## config.mk

```make
export PLATFORM = sky130hd
export DESIGN_NAME = reg_scoreboard
export DESIGN_NICKNAME = d
export VERILOG_FILES = /design/src/rtl/reg_scoreboard.sv
export SDC_FILE = /design/constraint.sdc
export NUM_CORES = 1
export LEC_CHECK = 0
export ABC_AREA = 1
export ABC_CLOCK_PERIOD_IN_PS = 3350
export CAP_MARGIN = 10
export CELL_PAD_IN_SITES_DETAIL_PLACEMENT = 1
export CELL_PAD_IN_SITES_GLOBAL_PLACEMENT = 1
export CORE_UTILIZATION = 44
export DETAILED_ROUTE_END_ITERATION = 12
export PLACE_DENSITY = 0.9
export SYNTH_ARGS = -nofsm -noshare
export SYNTH_HDL_FRONTEND = slang
export SYNTH_SLANG_ARGS = --single-unit
```

## constraint.sdc

```tcl
create_clock -name I_CLOCK -period 3.35 [get_ports I_CLOCK]
set_clock_uncertainty 0.2 [all_clocks]
set_input_delay 0.5025 -clock I_CLOCK [delete_from_list [all_inputs] [get_ports I_CLOCK]]
set_output_delay 0.5025 -clock I_CLOCK [all_outputs]
set_load 0.01 [all_outputs]
```

## src/rtl/reg_scoreboard.sv

```systemverilog
// reg_scoreboard: pending-write scoreboard sitting beside decode.
// Holds one small counter per scalar register, per vector register and
// for the condition code. It stalls issue on RAW hazards (a source has
// writes in flight) and on counter saturation (a destination already has
// MAX_INFLIGHT writes outstanding). Writeback retire events decrement the
// counters.
//
// Ports:
//   I_CLOCK, I_RESET_N          clock (rising edge), async active-low reset
//   I_IssueValid, I_Hold        decode has an instruction / downstream stall
//   I_Src*/I_Dest*              scalar operand and destination indices + enables
//   I_VSrc*/I_VDest*            vector operand and destination indices + enables
//   I_CCRead, I_CCWrite         condition-code read / write
//   I_WB*                       writeback retire events (scalar, vector, CC)
//   O_DepStall, O_Issue         combinational hazard / issue decision
//   O_Busy                      registered: any counter non-zero
//   O_Underflow                 registered, sticky: retire against an empty counter
module reg_scoreboard #(
    parameter int NUM_RF       = 16,
    parameter int NUM_VRF      = 64,
    parameter int VREG_ID_W    = 6,
    parameter int CNT_W        = 2,
    parameter int MAX_INFLIGHT = 3
) (
    input  logic                       I_CLOCK,
    input  logic                       I_RESET_N,
    input  logic                       I_IssueValid,
    input  logic                       I_Hold,
    input  logic [$clog2(NUM_RF)-1:0]  I_Src1Idx,
    input  logic                       I_Src1Use,
    input  logic [$clog2(NUM_RF)-1:0]  I_Src2Idx,
    input  logic                       I_Src2Use,
    input  logic [$clog2(NUM_RF)-1:0]  I_DestIdx,
    input  logic                       I_DestWrite,
    input  logic [VREG_ID_W-1:0]       I_VSrc1Idx,
    input  logic                       I_VSrc1Use,
    input  logic [VREG_ID_W-1:0]       I_VSrc2Idx,
    input  logic                       I_VSrc2Use,
    input  logic [VREG_ID_W-1:0]       I_VDestIdx,
    input  logic                       I_VDestWrite,
    input  logic                       I_CCRead,
    input  logic                       I_CCWrite,
    input  logic                       I_WBRegEn,
    input  logic [$clog2(NUM_RF)-1:0]  I_WBRegIdx,
    input  logic                       I_WBVRegEn,
    input  logic [VREG_ID_W-1:0]       I_WBVRegIdx,
    input  logic                       I_WBCCEn,
    output logic                       O_DepStall,
    output logic                       O_Issue,
    output logic                       O_Busy,
    output logic                       O_Underflow
);

    localparam int RF_ID_W = $clog2(NUM_RF);
    localparam logic [CNT_W-1:0] CNT_MAX = CNT_W'(MAX_INFLIGHT);
    localparam logic [CNT_W-1:0] CNT_ONE = CNT_W'(1);

    logic [NUM_RF-1:0][CNT_W-1:0]  r_rf_cnt,  w_rf_nxt;
    logic [NUM_VRF-1:0][CNT_W-1:0] r_vrf_cnt, w_vrf_nxt;
    logic [CNT_W-1:0]              r_cc_cnt,  w_cc_nxt;
    logic                          r_busy, r_underflow;
    logic                          w_raw, w_sat, w_uf;

    // Hazards look only at current counters: a retire in this cycle does
    // not release a dependent instruction until the following cycle.
    assign w_raw = (I_Src1Use  && r_rf_cnt[I_Src1Idx]   != '0) ||
                   (I_Src2Use  && r_rf_cnt[I_Src2Idx]   != '0) ||
                   (I_VSrc1Use && r_vrf_cnt[I_VSrc1Idx] != '0) ||
                   (I_VSrc2Use && r_vrf_cnt[I_VSrc2Idx] != '0) ||
                   (I_CCRead   && r_cc_cnt              != '0);

    assign w_sat = (I_DestWrite  && r_rf_cnt[I_DestIdx]   == CNT_MAX) ||
                   (I_VDestWrite && r_vrf_cnt[I_VDestIdx] == CNT_MAX) ||
                   (I_CCWrite    && r_cc_cnt              == CNT_MAX);

    assign O_DepStall = I_IssueValid && (w_raw || w_sat);
    assign O_Issue    = I_IssueValid && !O_DepStall && !I_Hold;

    // A retire against an empty counter is a protocol error; flag it.
    assign w_uf = (I_WBRegEn  && r_rf_cnt[I_WBRegIdx]   == '0) ||
                  (I_WBVRegEn && r_vrf_cnt[I_WBVRegIdx] == '0) ||
                  (I_WBCCEn   && r_cc_cnt               == '0);

    // Issue increments and retire decrements cancel in the same cycle.
    // The decrement is suppressed at zero so counters never wrap.
    always_comb begin
        w_rf_nxt = r_rf_cnt;
        for (int i = 0; i < NUM_RF; i++) begin
            if ((O_Issue && I_DestWrite && I_DestIdx == RF_ID_W'(i)) &&
                !(I_WBRegEn && I_WBRegIdx == RF_ID_W'(i) && r_rf_cnt[i] != '0))
                w_rf_nxt[i] = r_rf_cnt[i] + CNT_ONE;
            else if (!(O_Issue && I_DestWrite && I_DestIdx == RF_ID_W'(i)) &&
                     (I_WBRegEn && I_WBRegIdx == RF_ID_W'(i) && r_rf_cnt[i] != '0))
                w_rf_nxt[i] = r_rf_cnt[i] - CNT_ONE;
        end
    end

    always_comb begin
        w_vrf_nxt = r_vrf_cnt;
        for (int i = 0; i < NUM_VRF; i++) begin
            if ((O_Issue && I_VDestWrite && I_VDestIdx == VREG_ID_W'(i)) &&
                !(I_WBVRegEn && I_WBVRegIdx == VREG_ID_W'(i) && r_vrf_cnt[i] != '0))
                w_vrf_nxt[i] = r_vrf_cnt[i] + CNT_ONE;
            else if (!(O_Issue && I_VDestWrite && I_VDestIdx == VREG_ID_W'(i)) &&
                     (I_WBVRegEn && I_WBVRegIdx == VREG_ID_W'(i) && r_vrf_cnt[i] != '0))
                w_vrf_nxt[i] = r_vrf_cnt[i] - CNT_ONE;
        end
    end

    always_comb begin
        w_cc_nxt = r_cc_cnt;
        if ((O_Issue && I_CCWrite) && !(I_WBCCEn && r_cc_cnt != '0))
            w_cc_nxt = r_cc_cnt + CNT_ONE;
        else if (!(O_Issue && I_CCWrite) && (I_WBCCEn && r_cc_cnt != '0))
            w_cc_nxt = r_cc_cnt - CNT_ONE;
    end

    always_ff @(posedge I_CLOCK or negedge I_RESET_N) begin
        if (!I_RESET_N) begin
            r_rf_cnt    <= '0;
            r_vrf_cnt   <= '0;
            r_cc_cnt    <= '0;
            r_busy      <= 1'b0;
            r_underflow <= 1'b0;
        end else begin
            r_rf_cnt    <= w_rf_nxt;
            r_vrf_cnt   <= w_vrf_nxt;
            r_cc_cnt    <= w_cc_nxt;
            // Busy follows next-state so it reflects this edge's updates.
            r_busy      <= (|w_rf_nxt) || (|w_vrf_nxt) || (|w_cc_nxt);
            r_underflow <= r_underflow || w_uf;
        end
    end

    assign O_Busy      = r_busy;
    assign O_Underflow = r_underflow;

endmodule

```

==> results of run 1 <==
routing by layer:
layer	track usage (%)	GRT overflow
met4	96.2	335
met3	76.3	30
met5	47.4	8
met1	86.4	24
met2	107	826
Yosys cell counts, drive strengths merged, types with 2 or more instances:
library cell	instances
a211oi	7
a21oi	27
a221oi	3
a22oi	3
buf	71
clkbuf	28
clkinv	2
dfrtp	164
ha	82
inv	513
nand2	1044
nand3	281
nand3b	58
nand4	100
nor2	448
nor3	75
nor4	12
o211ai	25
o21ai	158
o221ai	9
o22ai	8
or2	2
xnor3	5
stage by stage:
stage / instance area, µm² / hold WS (ns) / util [%] / instances
2_1_floorplan: 17700 / 0.00691 / - / 3132
3_3_place_gp: 23400 / 0.290 / 59.0 / 4218
3_5_place_dp: 23400 / 0.301 / 59.0 / 4218
4_1_cts: 25900 / 0.334 / 65.3 / 4318
timing repair:
action,in CTS
setup endpoints to repair,165
resized for setup,440
endpoints found under the hold margin,45
setup buffers,77
cloned,4
pin swaps,110
hold buffers,1
logic make-up after synthesis:
kind of cell    synth area share (%)
compound gates                  7.82
xor+xnor                       0.772
fa+ha+maj                       5.81
buf+inv                         13.7
flops                           23.2
simple gates                    48.7
==> results.tsv, run 1 <==
stage	metric	value	unit
synthesis	yosys-top-cells-area	dfrtp_1 (23%), nand2_1 (22%), inv_1 (11%), nor2_1 (9.3%), nand3_1 (7.9%)	
synthesis	synthCells	3132	
placed_design	place_congestion	1.17	
grt	grt_pass1_wl	283000	µm
synthesis	synth_edf_count	0	
synthesis	async_flop_share	100	%
clock_network	cts.htree.levels	4	
floorplanning	fp.dieH	202	µm
grt	grt_usage	90.3	%
synthesis	ys_seq_area_share	23.2	%
run_status	haltStage	global routing	
synthesis	syn-cell-area	17700	µm²
synthesis	yosysTopAreaCell	dfrtp_1	
placed_design	dpl.hpwl	91000	µm
run_status	firstError	[ERROR GRT-0116] Global routing finished with congestion. Check the congestion regions in the DRC Viewer.	
synthesis	ys_ff_latch	164	
placed_design	portBuffers	58	
synthesis	yosys_warnings	0	
floorplanning	io_pins	59	
synthesis	synth_nets	3269	
clock_network	numCtsBuffers	17	
clock_network	cts_buffer_depth	2	
clock_network	clock-sinks	164	
grt	grt.overflow.total	1223	
clock_network	cts_root_buf	clkbuf_16	
synthesis	ys_types	40	
floorplanning	die_x	202	µm
run_status	status	stopped before the end	
synthesis	ys.flop_type	dfrtp_1	
floorplanning	num_rows	73	
synthesis	syn_avg_cell_area	5.64	µm²
grt	grt_max_degree	104	
grt	grt_pass1_vias	39000	
floorplanning	start_util	44.5	%
placed_design	pre_cts_ws	-1.97	ns
synthesis	yosys.area.top_type_share	23.2	%
==> run 2, diff against run 1 <==
- CELL_PAD_IN_SITES_DETAIL_PLACEMENT: 1 -> not set
- CELL_PAD_IN_SITES_GLOBAL_PLACEMENT: 1 -> not set
- CORE_UTILIZATION: 44 -> 39
- PLACE_DENSITY: 0.9 -> not set
- PLACE_DENSITY_LB_ADDON: not set -> 0.15
==> results.tsv, run 2 <==
stage	metric	value	unit	change
synthesis	ys_seq_area_share	23.2	%	unchanged
synthesis	ys.flop_type	dfrtp_1		unchanged
worst_setup_path	reg2reg_depth	28		
synthesis	synthCells	3132		unchanged
drt	drt_pass1_iterations	6		
clock_network	clkSlewWorstSetupHoldPaths	0.08	ns	
pwr	p_seq_share	26.4	%	
clock_network	cts.htree.levels	4		unchanged
worst_setup_path	r2r_start	r_vrf_cnt[21]		
synthesis	yosys.area.top_type_share	23.2	%	unchanged
synthesis	syn_avg_cell_area	5.64	µm²	unchanged
drt	routed_wl	95100	µm	
synthesis	synthTopCellsByCount	nand2_1 (1,044), inv_1 (510), nor2_1 (437)		unchanged
pwr	p_leak	14.0	nW	
sta	fin_crit_sh	118	%	
floorplanning	start_util	39.7	%	was 44.5%
drt	wl_per_cell	21.3	µm	
floorplanning	io_pins	59		unchanged
final_layout	drive_above_1_share	26.7	%	
pwr	p_clk_share	19.6	%	
sta	rsz0062_at_grt	yes		
pwr	ir_worst_vdd	0.000459	V	
worst_setup_path	arrival	4.16	ns	
worst_setup_path	crit_path_frequent_cell	nand2_1		
pwr	switchingPower	0.00476	W	
run_status	violations	setup timing		
worst_setup_path	crit_buf_inv	6		
clock_network	cts_tree	built		
final_layout	final_cell_mix	nand2_1 (972), buf_4 (654), inv_1 (484)		
final_layout	nets	3995		
clock_network	numCtsBuffers	17		unchanged
sta	whs	0.303	ns	
synthesis	synth_nets	3269		unchanged
pwr	switching_share	43.4	%	
sta	max_slew.worst_pin.slew	0.741	ns	
worst_hold_path	hold_depth	2		
floorplanning	fp.dieH	215	µm	was 202 µm
synthesis	yosys_warnings	0		unchanged
floorplanning	num_rows	77		was 73
drt	via_count	24400		
grt	grt_max_degree	70		
final_layout	final_common_cell	nand2_1		
worst_setup_path	critPathTopFamily	simple AND/OR/NAND/NOR gates		
clock_network	cts_buffer_depth	2		unchanged
final_layout	n_antenna_cell	0		
synthesis	synth_edf_count	0		unchanged
worst_hold_path	min_from	O_Underflow		
placed_design	portBuffers	58		unchanged
sta	slew_headroom	50.6	%	
grt	grt.overflow.total	0		
final_layout	largest_register_ffs	128		
synthesis	yosysTopAreaCell	dfrtp_1		unchanged
drt	drtIter0Drc	2923		
final_layout	max_flop_register	r_vrf_cnt		
floorplanning	die_x	215	µm	was 202 µm
worst_hold_path	hold_path.class	flip-flop to flip-flop		
worst_setup_path	crit_required	3.55	ns	
final_layout	areaGrowthSynthToFinish	49.4	%	
worst_setup_path	r2r-end	O_Busy		
sta	finalSetupViolCount	9		
placed_design	dpl.hpwl	74300	µm	was 91,000 µm
grt	grt_pass1_vias	23300		
worst_setup_path	cp-start-kind	input pin		
flow_run	cap_violations	0		
grt	grt_pass1_wl	139000	µm	
floorplanning	coreArea	44400	µm²	
grt	grt_usage	40.6	%	
clock_network	clk_latency	0.52	ns	
worst_setup_path	crit_slowest_cell	buf_4		
synthesis	ys_ff_latch	164		unchanged
sta	drv_slew	0		
drt	drc	0		
worst_setup_path	crit_path_end_kind	flip-flop		
sta	finalSetupTns	-1.61	ns	
floorplanning	dieArea	46100	µm²	
worst_setup_path	critPathKind	input pin to flip-flop		
synthesis	async_flop_share	100	%	unchanged
worst_hold_path	whs_endpoint	O_Underflow		
worst_setup_path	r2r_slack	-0.60	ns	
drt	via_per_inst	5.47		
clock_network	cts_root_buf	clkbuf_16		unchanged
sta	setup_ws	-0.612	ns	
final_layout	reg_top3	r_vrf_cnt x128, r_rf_cnt x32, r_cc_cnt x2		
pwr	p_int	0.00620	W	
pwr	p_comb_share	54.0	%	
clock_network	clock-sinks	164		unchanged
placed_design	place_congestion	1.08		was 1.17
worst_setup_path	slowest_delay	0.22	ns	
run_status	status	complete, but fails checks		was stopped before the end
drt	ant_nets	0		
sta	hold_violations	0		
synthesis	syn-cell-area	17700	µm²	unchanged
worst_setup_path	critPathMaxFanout	14		
sta	max_freq	252	MHz	
synthesis	ys_types	40		unchanged
synthesis	yosysMostFrequentCell	nand2_1		unchanged
final_layout	final_util	59.4	%	
pwr	powerDensity	415	nW/µm²	
grt	antenna_found_initial	1		
synthesis	yosys-top-cells-area	dfrtp_1 (23%), nand2_1 (22%), inv_1 (11%), nor2_1 (9.3%), nand3_1 (7.9%)		unchanged
sta	finalCriticalPeriod	3.96	ns	
[run 2: cell counts after synthesis]
No cell type changed its count.
[run 2: kinds of logic after synthesis]
| logic type | after synthesis | synth area share, % |
|---|---|---|
| DFF | 164 | 23.2 |
| AOI/OAI and AO/OA | 245 | 7.82 |
| buffers and inverters | 614 | 13.7 |
| xor gates and xnor gates | 6 | 0.772 |
| adders and majority gates | 82 | 5.81 |
| and+or+nand+nor | 2021 | 48.7 |
[run 2: layout make-up]
class                      count  area [µm²]
clock buffer                  18         429
clock inverter                14         154
fill                        4367       18000
inverter                     515        1940
multi-input combinational   2354       12000
sequential                   164        4110
tap                          592         741
timing repair buffer         806        7050
[run 2: repair_timing]
item / in CTS / in global routing
hold endpoints to repair: 65 / 0
cloned: 3 / 2
endpoints found under the setup margin: 153 / 114
pin swaps: 40 / 110
resized for setup: 147 / 222
setup buffers: 29 / 38
hold buffers: 1 / 0
[run 2: power by group through the flow]
stage | Sequential (W) | Combinational [W] | Clock (W)
6_report | 0.00289 | 0.00591 | 0.00215
5_1_grt | 0.00293 | 0.00643 | 0.00224
4_1_cts | 0.00285 | 0.00556 | 0.00218
3_5_place_dp | 0.00287 | 0.00535 | 0
3_3_place_gp | 0.00287 | 0.00522 | 0
2_1_floorplan | 0.00273 | 0.00254 | 0
[run 2: worst max path at each step]
stage / startpoint / to / cells after the start / slack (ns)
6_report: I_VDestIdx[0] / O_Busy / 32 / -0.61
5_1_grt: r_vrf_cnt[6] / O_Busy / 28 / -0.82
4_1_cts: r_rf_cnt[26] / O_Busy / 30 / -0.48
3_5_place_dp: I_VSrc1Idx[1] / O_Busy / 28 / -1.70
3_3_place_gp: I_VSrc1Idx[1] / O_Busy / 26 / -1.69
2_1_floorplan: I_DestIdx[1] / O_Busy / 29 / 0.08
[run 2: per-layer routing]
layer  global-route usage, %  wire length (µm)
met5                       0                 8
met4                    21.6              5790
met3                    7.63              8980
met2                    63.5             41500
met1                    52.8             38800
[run 2: through the flow]
stage,instances,area [µm²],setup WS [ns],power (W)
global route,4463,26400,-0.825,0.0116
floorplan,3132,17700,0.0802,0.00527
global placement,4369,24200,-1.69,0.00809
detailed placement,4369,24200,-1.70,0.00821
finish,4463,26400,-0.612,0.0110
CTS,4433,25400,-0.476,0.0106
[run 2: worst register-to-register path: cells and delay by family (launching register included)]
family | cells | cell delay (ns)
DFF | 1 | 0.44
buffers and inverters | 5 | 0.66
and+or+nand+nor | 23 | 2.55
(Power assumes the default switching activity.)
